===== config.mk =====
export PLATFORM = sky130hd
export DESIGN_NAME = sop_sweep_ctrl_flat
export DESIGN_NICKNAME = d
export VERILOG_FILES = /design/src/rtl/sop_sweep_ctrl_if.sv /design/src/rtl/sop_sweep_ctrl.sv /design/src/flat_wrapper.sv
export SDC_FILE = /design/constraint.sdc
export NUM_CORES = 1
export LEC_CHECK = 0
export ABC_AREA = 1
export BUFFER_PORTS_ARGS = -buffer_cell sky130_fd_sc_hd__buf_2
export CORE_ASPECT_RATIO = 1.1
export CORE_MARGIN = 5
export CORE_UTILIZATION = 55
export DETAILED_ROUTE_END_ITERATION = 16
export GPL_TIMING_DRIVEN = 0
export PLACE_DENSITY = 0.76
export REMOVE_ABC_BUFFERS = 1
export SLEW_MARGIN = 40
export SYNTH_ARGS = -nofsm -noshare
export SYNTH_HDL_FRONTEND = slang
export SYNTH_SLANG_ARGS = --single-unit

===== constraint.sdc =====
create_clock -name clk -period 3.9 [get_ports clk]
set_input_delay 0 -clock clk [delete_from_list [all_inputs] [get_ports clk]]
set_output_delay 0 -clock clk [all_outputs]
set_load 0.05 [all_outputs]

===== src/rtl/sop_sweep_ctrl_if.sv =====
// Handshake and result bundle between a truth-table sweep controller and its driver.
// The slave modport is the controller side; the master modport is the requester/plant side.
interface sop_sweep_ctrl_if;
    logic        start;
    logic        abort;
    logic        s;
    logic        x;
    logic        y;
    logic        w;
    logic        z;
    logic [3:0]  m;
    logic        busy;
    logic        done;
    logic [15:0] table_out;
    logic        pass;
    logic [4:0]  err_count;

    modport slave (
        input  start, abort, s,
        output x, y, w, z, m, busy, done, table_out, pass, err_count
    );

    modport master (
        output start, abort, s,
        input  x, y, w, z, m, busy, done, table_out, pass, err_count
    );
endinterface


===== src/rtl/sop_sweep_ctrl.sv =====
// Sweeps all 16 minterms of a 4-input function, captures its truth table and compares it to EXPECTED.
// Optional build macro SOP_SWEEP_STOP_ON_FAIL_EN ends the sweep at the first mismatching minterm.
module sop_sweep_ctrl #(
    parameter logic [15:0] EXPECTED = 16'h1894,
    parameter int unsigned SETTLE   = 1
) (
    input  logic               clk,
    input  logic               reset,
    sop_sweep_ctrl_if.slave    bus
);

    typedef enum logic [1:0] {
        IDLE   = 2'd0,
        APPLY  = 2'd1,
        SAMPLE = 2'd2,
        DONE   = 2'd3
    } state_t;

    localparam logic [2:0] SETTLE_LAST = 3'(SETTLE - 32'd1);

    state_t      state_q, state_d;
    logic [3:0]  m_q, m_d;
    logic [2:0]  cnt_q, cnt_d;
    logic [15:0] table_q, table_d;
    logic [4:0]  err_q, err_d;
    logic        pass_q, pass_d;
    logic        done_q, done_d;
    logic        busy_q, busy_d;
    logic        mismatch_s;

    // Next-state and datapath updates for the sweep FSM.
    always_comb begin
        state_d    = state_q;
        m_d        = m_q;
        cnt_d      = cnt_q;
        table_d    = table_q;
        err_d      = err_q;
        pass_d     = pass_q;
        done_d     = 1'b0;
        mismatch_s = (bus.s != EXPECTED[m_q]);

        case (state_q)
            IDLE: begin
                if (bus.start && !bus.abort) begin
                    state_d = APPLY;
                    m_d     = 4'd0;
                    cnt_d   = 3'd0;
                    table_d = 16'h0000;
                    err_d   = 5'd0;
                    pass_d  = 1'b0;
                end else begin
                    state_d = IDLE;
                end
            end
            APPLY: begin
                if (bus.abort) begin
                    state_d = IDLE;
                    cnt_d   = 3'd0;
                end else if (cnt_q == SETTLE_LAST) begin
                    state_d = SAMPLE;
                    cnt_d   = 3'd0;
                end else begin
                    cnt_d   = cnt_q + 3'd1;
                end
            end
            SAMPLE: begin
                if (bus.abort) begin
                    state_d = IDLE;
                end else begin
                    table_d[m_q] = bus.s;
                    if (mismatch_s) begin
                        err_d = err_q + 5'd1;
                    end else begin
                        err_d = err_q;
                    end
`ifdef SOP_SWEEP_STOP_ON_FAIL_EN
                    if (mismatch_s || (m_q == 4'd15)) begin
                        state_d = DONE;
                    end else begin
                        m_d     = m_q + 4'd1;
                        state_d = APPLY;
                    end
`else
                    if (m_q == 4'd15) begin
                        state_d = DONE;
                    end else begin
                        m_d     = m_q + 4'd1;
                        state_d = APPLY;
                    end
`endif
                end
            end
            DONE: begin
                state_d = IDLE;
                done_d  = 1'b1;
                pass_d  = (table_q == EXPECTED);
            end
            default: begin
                state_d = IDLE;
            end
        endcase

        busy_d = (state_d == APPLY) || (state_d == SAMPLE);
    end

    // State and output registers with synchronous reset.
    always_ff @(posedge clk) begin
        if (reset) begin
            state_q <= IDLE;
            m_q     <= 4'd0;
            cnt_q   <= 3'd0;
            table_q <= 16'h0000;
            err_q   <= 5'd0;
            pass_q  <= 1'b0;
            done_q  <= 1'b0;
            busy_q  <= 1'b0;
        end else begin
            state_q <= state_d;
            m_q     <= m_d;
            cnt_q   <= cnt_d;
            table_q <= table_d;
            err_q   <= err_d;
            pass_q  <= pass_d;
            done_q  <= done_d;
            busy_q  <= busy_d;
        end
    end

    // The applied vector is the minterm register itself, so it holds in IDLE/DONE.
    assign bus.x         = m_q[3];
    assign bus.y         = m_q[2];
    assign bus.w         = m_q[1];
    assign bus.z         = m_q[0];
    assign bus.m         = m_q;
    assign bus.busy      = busy_q;
    assign bus.done      = done_q;
    assign bus.table_out = table_q;
    assign bus.pass      = pass_q;
    assign bus.err_count = err_q;

endmodule


===== src/flat_wrapper.sv =====
// flat-port wrapper written by rule: the top's interface ports become plain ports
module sop_sweep_ctrl_flat 
#(
    parameter logic [15:0] EXPECTED = 16'h1894,
    parameter int unsigned SETTLE   = 1
)
  (clk, reset, bus_start, bus_abort, bus_s, bus_x, bus_y, bus_w, bus_z, bus_m, bus_busy, bus_done, bus_table_out, bus_pass, bus_err_count);
  sop_sweep_ctrl_if bus_i ();
  input  logic clk;
  input  logic reset;
  input wire logic [$bits(bus_i.start)-1:0] bus_start;
  input wire logic [$bits(bus_i.abort)-1:0] bus_abort;
  input wire logic [$bits(bus_i.s)-1:0] bus_s;
  output wire logic [$bits(bus_i.x)-1:0] bus_x;
  output wire logic [$bits(bus_i.y)-1:0] bus_y;
  output wire logic [$bits(bus_i.w)-1:0] bus_w;
  output wire logic [$bits(bus_i.z)-1:0] bus_z;
  output wire logic [$bits(bus_i.m)-1:0] bus_m;
  output wire logic [$bits(bus_i.busy)-1:0] bus_busy;
  output wire logic [$bits(bus_i.done)-1:0] bus_done;
  output wire logic [$bits(bus_i.table_out)-1:0] bus_table_out;
  output wire logic [$bits(bus_i.pass)-1:0] bus_pass;
  output wire logic [$bits(bus_i.err_count)-1:0] bus_err_count;
  assign bus_i.start = bus_start;
  assign bus_i.abort = bus_abort;
  assign bus_i.s = bus_s;
  assign bus_x = bus_i.x;
  assign bus_y = bus_i.y;
  assign bus_w = bus_i.w;
  assign bus_z = bus_i.z;
  assign bus_m = bus_i.m;
  assign bus_busy = bus_i.busy;
  assign bus_done = bus_i.done;
  assign bus_table_out = bus_i.table_out;
  assign bus_pass = bus_i.pass;
  assign bus_err_count = bus_i.err_count;
  sop_sweep_ctrl #(.EXPECTED(EXPECTED), .SETTLE(SETTLE)) u_core (.clk(clk), .reset(reset), .bus(bus_i));
endmodule

==> results.toml, run 1 <==
[layout]
stdcell_area_um2 = 2260
final_cell_mix = "nand2_1 (64), buf_2 (36), dfxtp_1 (34)"
utilization_pct = 62.7
final_common_cell = "nand2_1"
ff_latch_area_um2 = 681
drive_above_1_share_pct = 27.4
fill_cells = 354
antenna_cells = 0
area_delta_synth_final_pct = 12.5
multiInputGateArea_um2 = 1100
nNetsFinal = 321
final_cells = 357

[clock_network]
cts_tree = "done"
clock_sinks = 34
cts_root_buffer = "clkbuf_8"
ctsHoldBuffers = 0
cts_buffers = 5
clk_latency_ps = 280
htreeDepth = 2
cts_setup_buffers = 0
worst_setup_hold_path_clk_slew_ps = 70
cts-resized-gates = 0
ctsLongestPathBuffers = 2

[sta]
maxSlewViolCount = 0
fmax_mhz = 446
period_share_pct = 57.5
rsz0062_at_grt = "no"
tightest_slew_ps = 722
setup_tns_ps = 0
hold_viol = 0
setup_violations = 0
finalClockSkew_ps = 5.81
maxSlewHeadroom_pct = 51.9
period_needed_ps = 2240

[placement]
placed_cells = 349
place_congestion = 0.817
hpwl_um = 3040
numPortBuffers = 36
placed_area_um2 = 2150

[synth]
synth_area_um2 = 2000
syn_area_per_cell_um2 = 7.26
ys_ff_latch = 34
yosysWarnings = 0
yosysSeqAreaShare_pct = 34.0
synthDistinctLibCells = 33
synth_cells = 276

[global_route]
grt_util_all_layers_pct = 18.7
grt_overflow_total = 0
grt_pass1_wl_um = 7090
antenna_found_initial = 0
grt_max_degree = 31
grt_pass1_vias = 1627

[run]
drv_cap = 0

[floorplan]
die_h_um = 73.3
rows = 23
io_pins = 37
dieArea_um2 = 4950
core-area_um2 = 3600
dieWidth_um = 67.6
initial_core_util_pct = 55.7

[power]
leakagePower_uw = 0.000983
power.total_uw = 801
power_density_nw_per_um2 = 355
irDropWorstVdd_mv = 0.237

[critical_path]
cp-end-kind = "register"
crit_arrival_ps = 2420
max_stage_delay_ps = 470
required_ps = 4080
worstSetupPathType = "reg -> reg"
critPathMaxFanout = 8
cp_slowest_cell = "dfxtp_1"
crit_path_start_kind = "register"
path_cells = "ha_1 > inv_1 > nor2_1 > nand2_1 > nand2_2 > nand2_1 > a21oi_2 > inv_1 > ha_1 > inv_1 > nand3_1 > nand3_1 > nand2_1"

[detailed_routing]
ant_nets = 0
viasPerCell = 5.12
routedWlPerCell_um = 11.9
routed-via-count = 1827
drt_pass1_iterations = 4
drc = 0
wl_um = 4230
initialDrtViolationCount = 127

[worst_hold_path]
holdCritPathClass = "in -> reg"

[run_status]
outcome = "finished clean"
layer usage:
metal  global-route usage [%]  share of wire [%]  up-vias
met2                     30.6                 49       38
met5                        0                  0        -
met4                     5.86                1.3        0
li1                         -                  -      944
met3                     4.89                5.0        6
met1                     23.8                 45      839
critical path, delay by kind of cell, from the launching register on:
| family | cells | cell delay (ps) |
|---|---|---|
| AND/OR/NAND/NOR | 7 | 740 |
| adder cells (fa/ha/maj) | 2 | 540 |
| flip-flops | 1 | 470 |
| buffers and inverters | 3 | 200 |
| AO/OA/AOI/OAI | 1 | 170 |
sequential cells by signal, summed over array words and instances (netlist names), named ones only:
name / flops
u_core.state_q: 2
u_core.bus.busy: 1
u_core.bus.table_out: 16
u_core.bus.err_count: 5
u_core.bus.done: 1
u_core.bus.m: 4
u_core.bus.pass: 1
u_core.cnt_q: 3
logic make-up (layout without fill, tap and decap cells):
kind of cell / after synthesis / after routing / synth area share [%]
buf+inv: 44 / 75 / 11.0
xor+xnor: 3 / 3 / 1.31
simple gates: 139 / 139 / 31.2
compound gates: 46 / 46 / 16.2
flops: 34 / 34 / 34.0
fa+ha+maj: 10 / 10 / 6.24
cell usage after synthesis, drive strengths merged:
cell | n | area (um^2)
xor2 | 3 | 26.3
nand3b | 2 | 15.0
o32ai | 1 | 8.76
or2 | 2 | 12.5
clkinv | 1 | 5.00
buf | 12 | 97.6
nor3 | 4 | 25.0
dfxtp | 34 | 681
clkbuf | 1 | 3.75
nand2 | 69 | 277
o21ai | 16 | 114
nand3 | 19 | 105
ha | 10 | 125
nand4 | 5 | 31.3
nor4 | 1 | 6.26
inv | 30 | 115
o211a | 1 | 10.0
nor2 | 37 | 154
a21oi | 28 | 193
layout make-up:
type | instances | share of cell area [%]
Timing Repair Buffer | 36 | 7.99
Tap cell | 50 | 2.77
Inverter | 31 | 5.32
Clock buffer | 8 | 4.88
Multi-Input combinational cell | 198 | 48.9
Sequential cell | 34 | 30.2
per-stage QoR:
stage | setup WS [ps] | hold WS [ps]
5_1_grt | 1440 | 109
6_report | 1660 | 99.2
4_1_cts | 1680 | 93.0
3_5_place_dp | 1700 | 394
2_1_floorplan | 1190 | 62.4
3_3_place_gp | 1700 | 381
power by group:
group          internal, uW  switching, uW  leakage (uW)  total, uW
Sequential              355           11.3      0.000275        366
Clock                   178            122     0.0000575        301
Combinational          34.1           99.7      0.000651        134
Total                   567            233      0.000983        801
worst paths after layout:
| path | from | end | slack, ps | depth (start not counted) |
|---|---|---|---|---|
| worst max-delay path | u_core.bus.m[1] | register | 1660 | 13 |
| worst min-delay path | bus_abort | u_core.cnt_q[2] | 100 | 4 |
| worst max register to register | u_core.bus.m[1] | register | 1660 | 13 |
| worst min register to register | u_core.bus.pass | u_core.bus.pass | 480 | 2 |
Note: power is estimated with default switching activity, not from simulation.
==> inputs of run 2 (changes only) <==
--- a/config.mk
+++ b/config.mk
@@ -5,14 +5,14 @@
 export SDC_FILE = /design/constraint.sdc
 export NUM_CORES = 1
 export LEC_CHECK = 0
-export ABC_AREA = 1
+export ABC_AREA = 0
 export BUFFER_PORTS_ARGS = -buffer_cell sky130_fd_sc_hd__buf_2
 export CORE_ASPECT_RATIO = 1.1
 export CORE_MARGIN = 5
-export CORE_UTILIZATION = 55
+export CORE_UTILIZATION = 49
 export DETAILED_ROUTE_END_ITERATION = 16
 export GPL_TIMING_DRIVEN = 0
-export PLACE_DENSITY = 0.76
+export PLACE_DENSITY = 0.72
 export REMOVE_ABC_BUFFERS = 1
 export SLEW_MARGIN = 40
 export SYNTH_ARGS = -nofsm -noshare
==> constraint.sdc (replaced) <==
create_clock -name clk -period 1.95 [get_ports clk]
set_input_delay 0 -clock clk [delete_from_list [all_inputs] [get_ports clk]]
set_output_delay 0 -clock clk [all_outputs]
set_load 0.05 [all_outputs]
==> run 2 against run 1 <==
First-iteration DRC count is 50% higher. Flip-flop and latch count stayed put. Maximum frequency is 20% higher. Synthesized cell count is 20% lower.
==> results.toml, run 2 <==
[synth]
synth_edf_count = 0
synth_top_family_by_area = "simple AND/OR/NAND/NOR gates"
yosys.area.top_type = "dfxtp_1"
synthDistinctLibCells = 38
synth-simple-area-share_pct = 22.0
ys_ff_latch = 34
synth_top_area_share_pct = 38.0
synth_xor_area_share_pct = 1.95
syn_area_per_cell_um2 = 8.08
async_flop_share_pct = 0
synth-compound-area-share_pct = 21.3
synth_mux_area_share_pct = 2.86
synthAdderAreaFrac_pct = 6.98
synth_commonest_cells = "a21oi_1 (34), dfxtp_1 (34), nand2_1 (26)"
yosysWarnings = 0
synth_cells = 222
yosysSeqAreaShare_pct = 38.0
synth.top_cells.by_area = "dfxtp_1 (38%), a21oi_1 (9.5%), ha_1 (7.0%)"
synth_area_um2 = 1790
ys.flop_type = "dfxtp_1"

[floorplan]
die_h_um = 73.4
initial_core_util_pct = 49.8
dieWidth_um = 67.7
rows = 23
io_pins = 37
core-area_um2 = 3600
dieArea_um2 = 4970

[critical_path]
cp-end-kind = "register"
required_ps = 2120
crit_arrival_ps = 2040
critPathMaxFanout = 4
worstSetupPathType = "reg -> reg"
r2r_setup_slack_ps = 80
worstRegToRegCells = 9
r2r-start = "u_core.bus.m[0]"
crit_path_start_kind = "register"
crit_start = "u_core.bus.m[0]"

[layout]
multiInputGateArea_um2 = 1050
final_cells = 307
antenna_cells = 0
stdcell_area_um2 = 2190
drive_above_1_share_pct = 28.0
final_common_cell = "buf_2"
ff_latch_area_um2 = 701
largest_reg_flops = 16
area_delta_synth_final_pct = 22.1
final_cell_mix = "buf_2 (36), a21oi_1 (33), dfxtp_1 (28)"
nNetsFinal = 271
utilization_pct = 60.8
fill_cells = 328

[sta]
fmax_mhz = 535
setup_tns_ps = 0
tightest_slew_ps = 601
period_needed_ps = 1870
finalClockSkew_ps = 6.70
maxSlewViolCount = 0
setup_violations = 0
hold_viol = 0
maxSlewHeadroom_pct = 59.9
period_share_pct = 95.9

[detailed_routing]
drc = 0
viasPerCell = 5.49
drt_pass1_iterations = 4
initialDrtViolationCount = 190
routedWlPerCell_um = 14.2
ant_nets = 0
routed-via-count = 1686
wl_um = 4360

[power]
irDropWorstVdd_mv = 0.421
power_density_nw_per_um2 = 663
leakagePower_uw = 0.000881
power.total_uw = 1450

[global_route]
antenna_found_initial = 0
grt_overflow_total = 0
grt_max_degree = 31
grt_util_all_layers_pct = 18.5
grt_pass1_vias = 1517
grt_pass1_wl_um = 7050

[clock_network]
clock_sinks = 34
cts_buffers = 5
htreeDepth = 2
worst_setup_hold_path_clk_slew_ps = 70
ctsLongestPathBuffers = 2
ctsHoldBuffers = 0
cts_tree = "done"
clk_latency_ps = 280
cts_root_buffer = "clkbuf_8"

[placement]
placed_area_um2 = 1940
placed_cells = 291
hpwl_um = 2900
numPortBuffers = 36
place_congestion = 0.777

[worst_hold_path]
whs_endpoint = "u_core.state_q[1]"
hold_path_depth = 2
min_from = "bus_abort"
holdCritPathClass = "in -> reg"

[run_status]
outcome = "finished clean"

[run]
drv_cap = 0
## run 2: what timing repair did
item,4_1_cts,5_1_grt
gates cloned,0,0
endpoints found under the setup margin,1,1
pin swaps,1,6
setup buffers,4,4
hold endpoints to repair,0,0
resized for setup,15,12
## run 2: worst max-delay path by stage
| stage | endpoint | slack [ps] | cells after the start |
|---|---|---|---|
| floorplan | register | -940 | 9 |
| global placement | register | -470 | 9 |
| detailed placement | register | -510 | 9 |
| CTS | register | 0.9 | 8 |
| global route | register | -5 | 9 |
| finish | register | 80 | 9 |
## run 2: logic make-up after synthesis
family,after synthesis
AND/OR/NAND/NOR,81
multiplexers,5
AO/OA/AOI/OAI,64
XOR/XNOR,4
flip-flops,34
adder cells (fa/ha/maj),10
buffers and inverters,24
## run 2: report_power, final
part	total (uW)	switching [uW]	internal (uW)
combinational	119	81.0	38.3
sequential	700	6.59	693
clock	632	250	382
total	1450	337	1110
## run 2: area by class of cell
cell class,instances,area share (%)
sequential,34,32.0
multi-input combinational,164,47.9
clock inverter,1,1.37
tap,50,2.86
clock buffer,7,3.49
inverter,7,1.20
timing repair buffer,44,11.1
## run 2: per-stage QoR
step                setup slack (ps)  hold WS [ps]
floorplan                       -939          69.1
global placement                -472           286
detailed placement              -512           279
CTS                            0.928          4.14
global route                   -5.29          3.78
finish                          80.2          11.6
## run 2: worst max-delay path, stage by stage (launching register included)
cell and delay (ps):
dfxtp_4 360, ha_4 160, nand4_1 100, and3_4 240, and3_4 190, a21oi_4 40
or2_4 230, ha_2 170, mux2i_1 150, mux2i_1 100
## run 2: routing by layer
| layer | routed length [um] | vias up | track usage [%] | share of wire, % |
|---|---|---|---|---|
| met4 | 70 | 0 | 6.53 | 1.6 |
| met1 | 1790 | 793 | 21.8 | 41 |
| met5 | 0 | - | 0 | 0 |
| met3 | 269 | 9 | 4.59 | 6.2 |
| met2 | 2230 | 50 | 32.0 | 51 |
| li1 | - | 834 | - | - |
==> inputs of run 3 (changes only) <==
--- a/config.mk
+++ b/config.mk
@@ -12,7 +12,7 @@
 export CORE_UTILIZATION = 49
 export DETAILED_ROUTE_END_ITERATION = 16
 export GPL_TIMING_DRIVEN = 0
-export PLACE_DENSITY = 0.72
+export PLACE_DENSITY = 0.75
 export REMOVE_ABC_BUFFERS = 1
 export SLEW_MARGIN = 40
 export SYNTH_ARGS = -nofsm -noshare
==> run 3 against run 2 <==
Clock skew is 1.4 ps higher. Clock power is essentially flat. Register-to-register slack worse by 50 ps. Die area stayed put. Critical path type unchanged. Maximum frequency down 2.5%. Worst setup slack got worse by 48 ps. Worst hold slack gained 91 ps. Non-clock buffer count decreased by 3. Critical path depth is the same. Cell area decreased by 1.3%. Largest power group unchanged.
==> results.toml, run 3 (synthesized netlist as in run 2, its figures left out) <==
[run_status]
outcome = "finished clean"

[critical_path]
critPathMaxFanout = 6
max_stage_delay_ps = 380
worstSetupPathType = "reg -> reg"
cp_slowest_cell = "dfxtp_4"
cp-end-kind = "register"
required_ps = 2120
crit_arrival_ps = 2090
path_cells = "ha_4 > nand4_1 > and3_4 > and3_4 > a21oi_4 > or2_2 > ha_1 > mux2i_1 > mux2i_1"
crit_path_start_kind = "register"

[power]
irDropWorstVdd_mv = 0.385
power_density_nw_per_um2 = 672
leakagePower_uw = 0.000868

[layout]
stdcell_area_um2 = 2160
final_cell_mix = "buf_2 (36), a21oi_1 (33), dfxtp_1 (28)"
antenna_cells = 0
drive_above_1_share_pct = 27.2
nNetsFinal = 268
final_common_cell = "buf_2"
largest_reg_flops = 16
area_delta_synth_final_pct = 20.4
final_cells = 304
fill_cells = 325

[floorplan]
initial_core_util_pct = 49.8
die_h_um = 73.4
core-area_um2 = 3600
io_pins = 37
dieArea_um2 = 4970
dieWidth_um = 67.7
rows = 23

[sta]
rsz0062_at_grt = "yes"
period_needed_ps = 1920
setup_violations = 0
setup_tns_ps = 0
period_share_pct = 98.3
maxSlewHeadroom_pct = 61.6
hold_viol = 0
maxSlewViolCount = 0
tightest_slew_ps = 576
whs_ps = 103
finalClockSkew_ps = 8.13
fmax_mhz = 522

[detailed_routing]
drc = 0
ant_nets = 0
initialDrtViolationCount = 232
viasPerCell = 5.47
drt_pass1_iterations = 4
routed-via-count = 1664
wl_um = 4150
routedWlPerCell_um = 13.7

[clock_network]
cts_root_buffer = "clkbuf_8"
htreeDepth = 2
cts_buffers = 5
clk_latency_ps = 290
worst_setup_hold_path_clk_slew_ps = 70
clock_sinks = 34
cts_tree = "done"
ctsLongestPathBuffers = 2

[global_route]
grt_pass1_vias = 1509
grt_max_degree = 31
antenna_found_initial = 0
grt_util_all_layers_pct = 17.7
grt_pass1_wl_um = 6700
grt_overflow_total = 0

[placement]
placed_area_um2 = 1940
placed_cells = 291
place_congestion = 0.840
numPortBuffers = 36
hpwl_um = 2790

[worst_hold_path]
holdCritPathClass = "in -> reg"

[run]
drv_cap = 0
run 3: area by class of cell:
| cell class | instances | area [um^2] | area share, % |
|---|---|---|---|
| flip-flops and latches | 34 | 698 | 32.3 |
| well taps | 50 | 62.6 | 2.90 |
| multi-input cells | 164 | 1040 | 48.3 |
| repair buffers | 41 | 220 | 10.2 |
| clock buffers | 5 | 68.8 | 3.19 |
| inverters | 7 | 26.3 | 1.22 |
| clock inverters | 3 | 40.0 | 1.85 |
run 3: power breakdown:
group	internal, uW	switching, uW	total (uW)
Combinational	38.1	78.0	116
Clock	376	257	633
Sequential	694	8.40	703
run 3: layer usage:
metal,track usage [%],share of wire [%]
met5,0,0
met3,5.35,7.3
met1,20.1,41
met4,9.01,2.7
met2,29.6,49
run 3: path summary, 6_finish.rpt:
path | depth (start not counted) | endpoint | slack [ps] | start
worst min-delay path | 5 | u_core.bus.table_out[15] | 100 | bus_s
worst max-delay path | 9 | register | 30 | u_core.bus.m[0]
worst min register to register | 2 | u_core.bus.pass | 470 | u_core.bus.pass
worst max register to register | 9 | register | 30 | u_core.bus.m[0]
run 3: what timing repair did:
action | in CTS | in global routing
cloned | 0 | 0
hold endpoints to repair | 2 | 0
pin swaps | 2 | 6
endpoints found under the setup margin | 1 | 1
hold buffers | 1 | 0
resized for setup | 13 | 10
setup buffers | 3 | 1
run 3: through the flow:
stage / power, uW / utilization [%] / setup WS, ps
after floorplan: 787 / - / -939
after global placement: 821 / 53.8 / -436
after detailed placement: 822 / 53.8 / -490
after CTS: 1460 / 58.7 / 14.3
after global routing: 1500 / 60.0 / -34.2
final: 1450 / 60.0 / 32.7
run 3: worst max-delay path, delay by kind of cell, from the launching register on:
kind                       cells  cell delay, ps
and+or+nand+nor                4             810
DFF                            1             380
adders and majority gates      2             370
muxes                          2             220
AOI/OAI and AO/OA              1              40
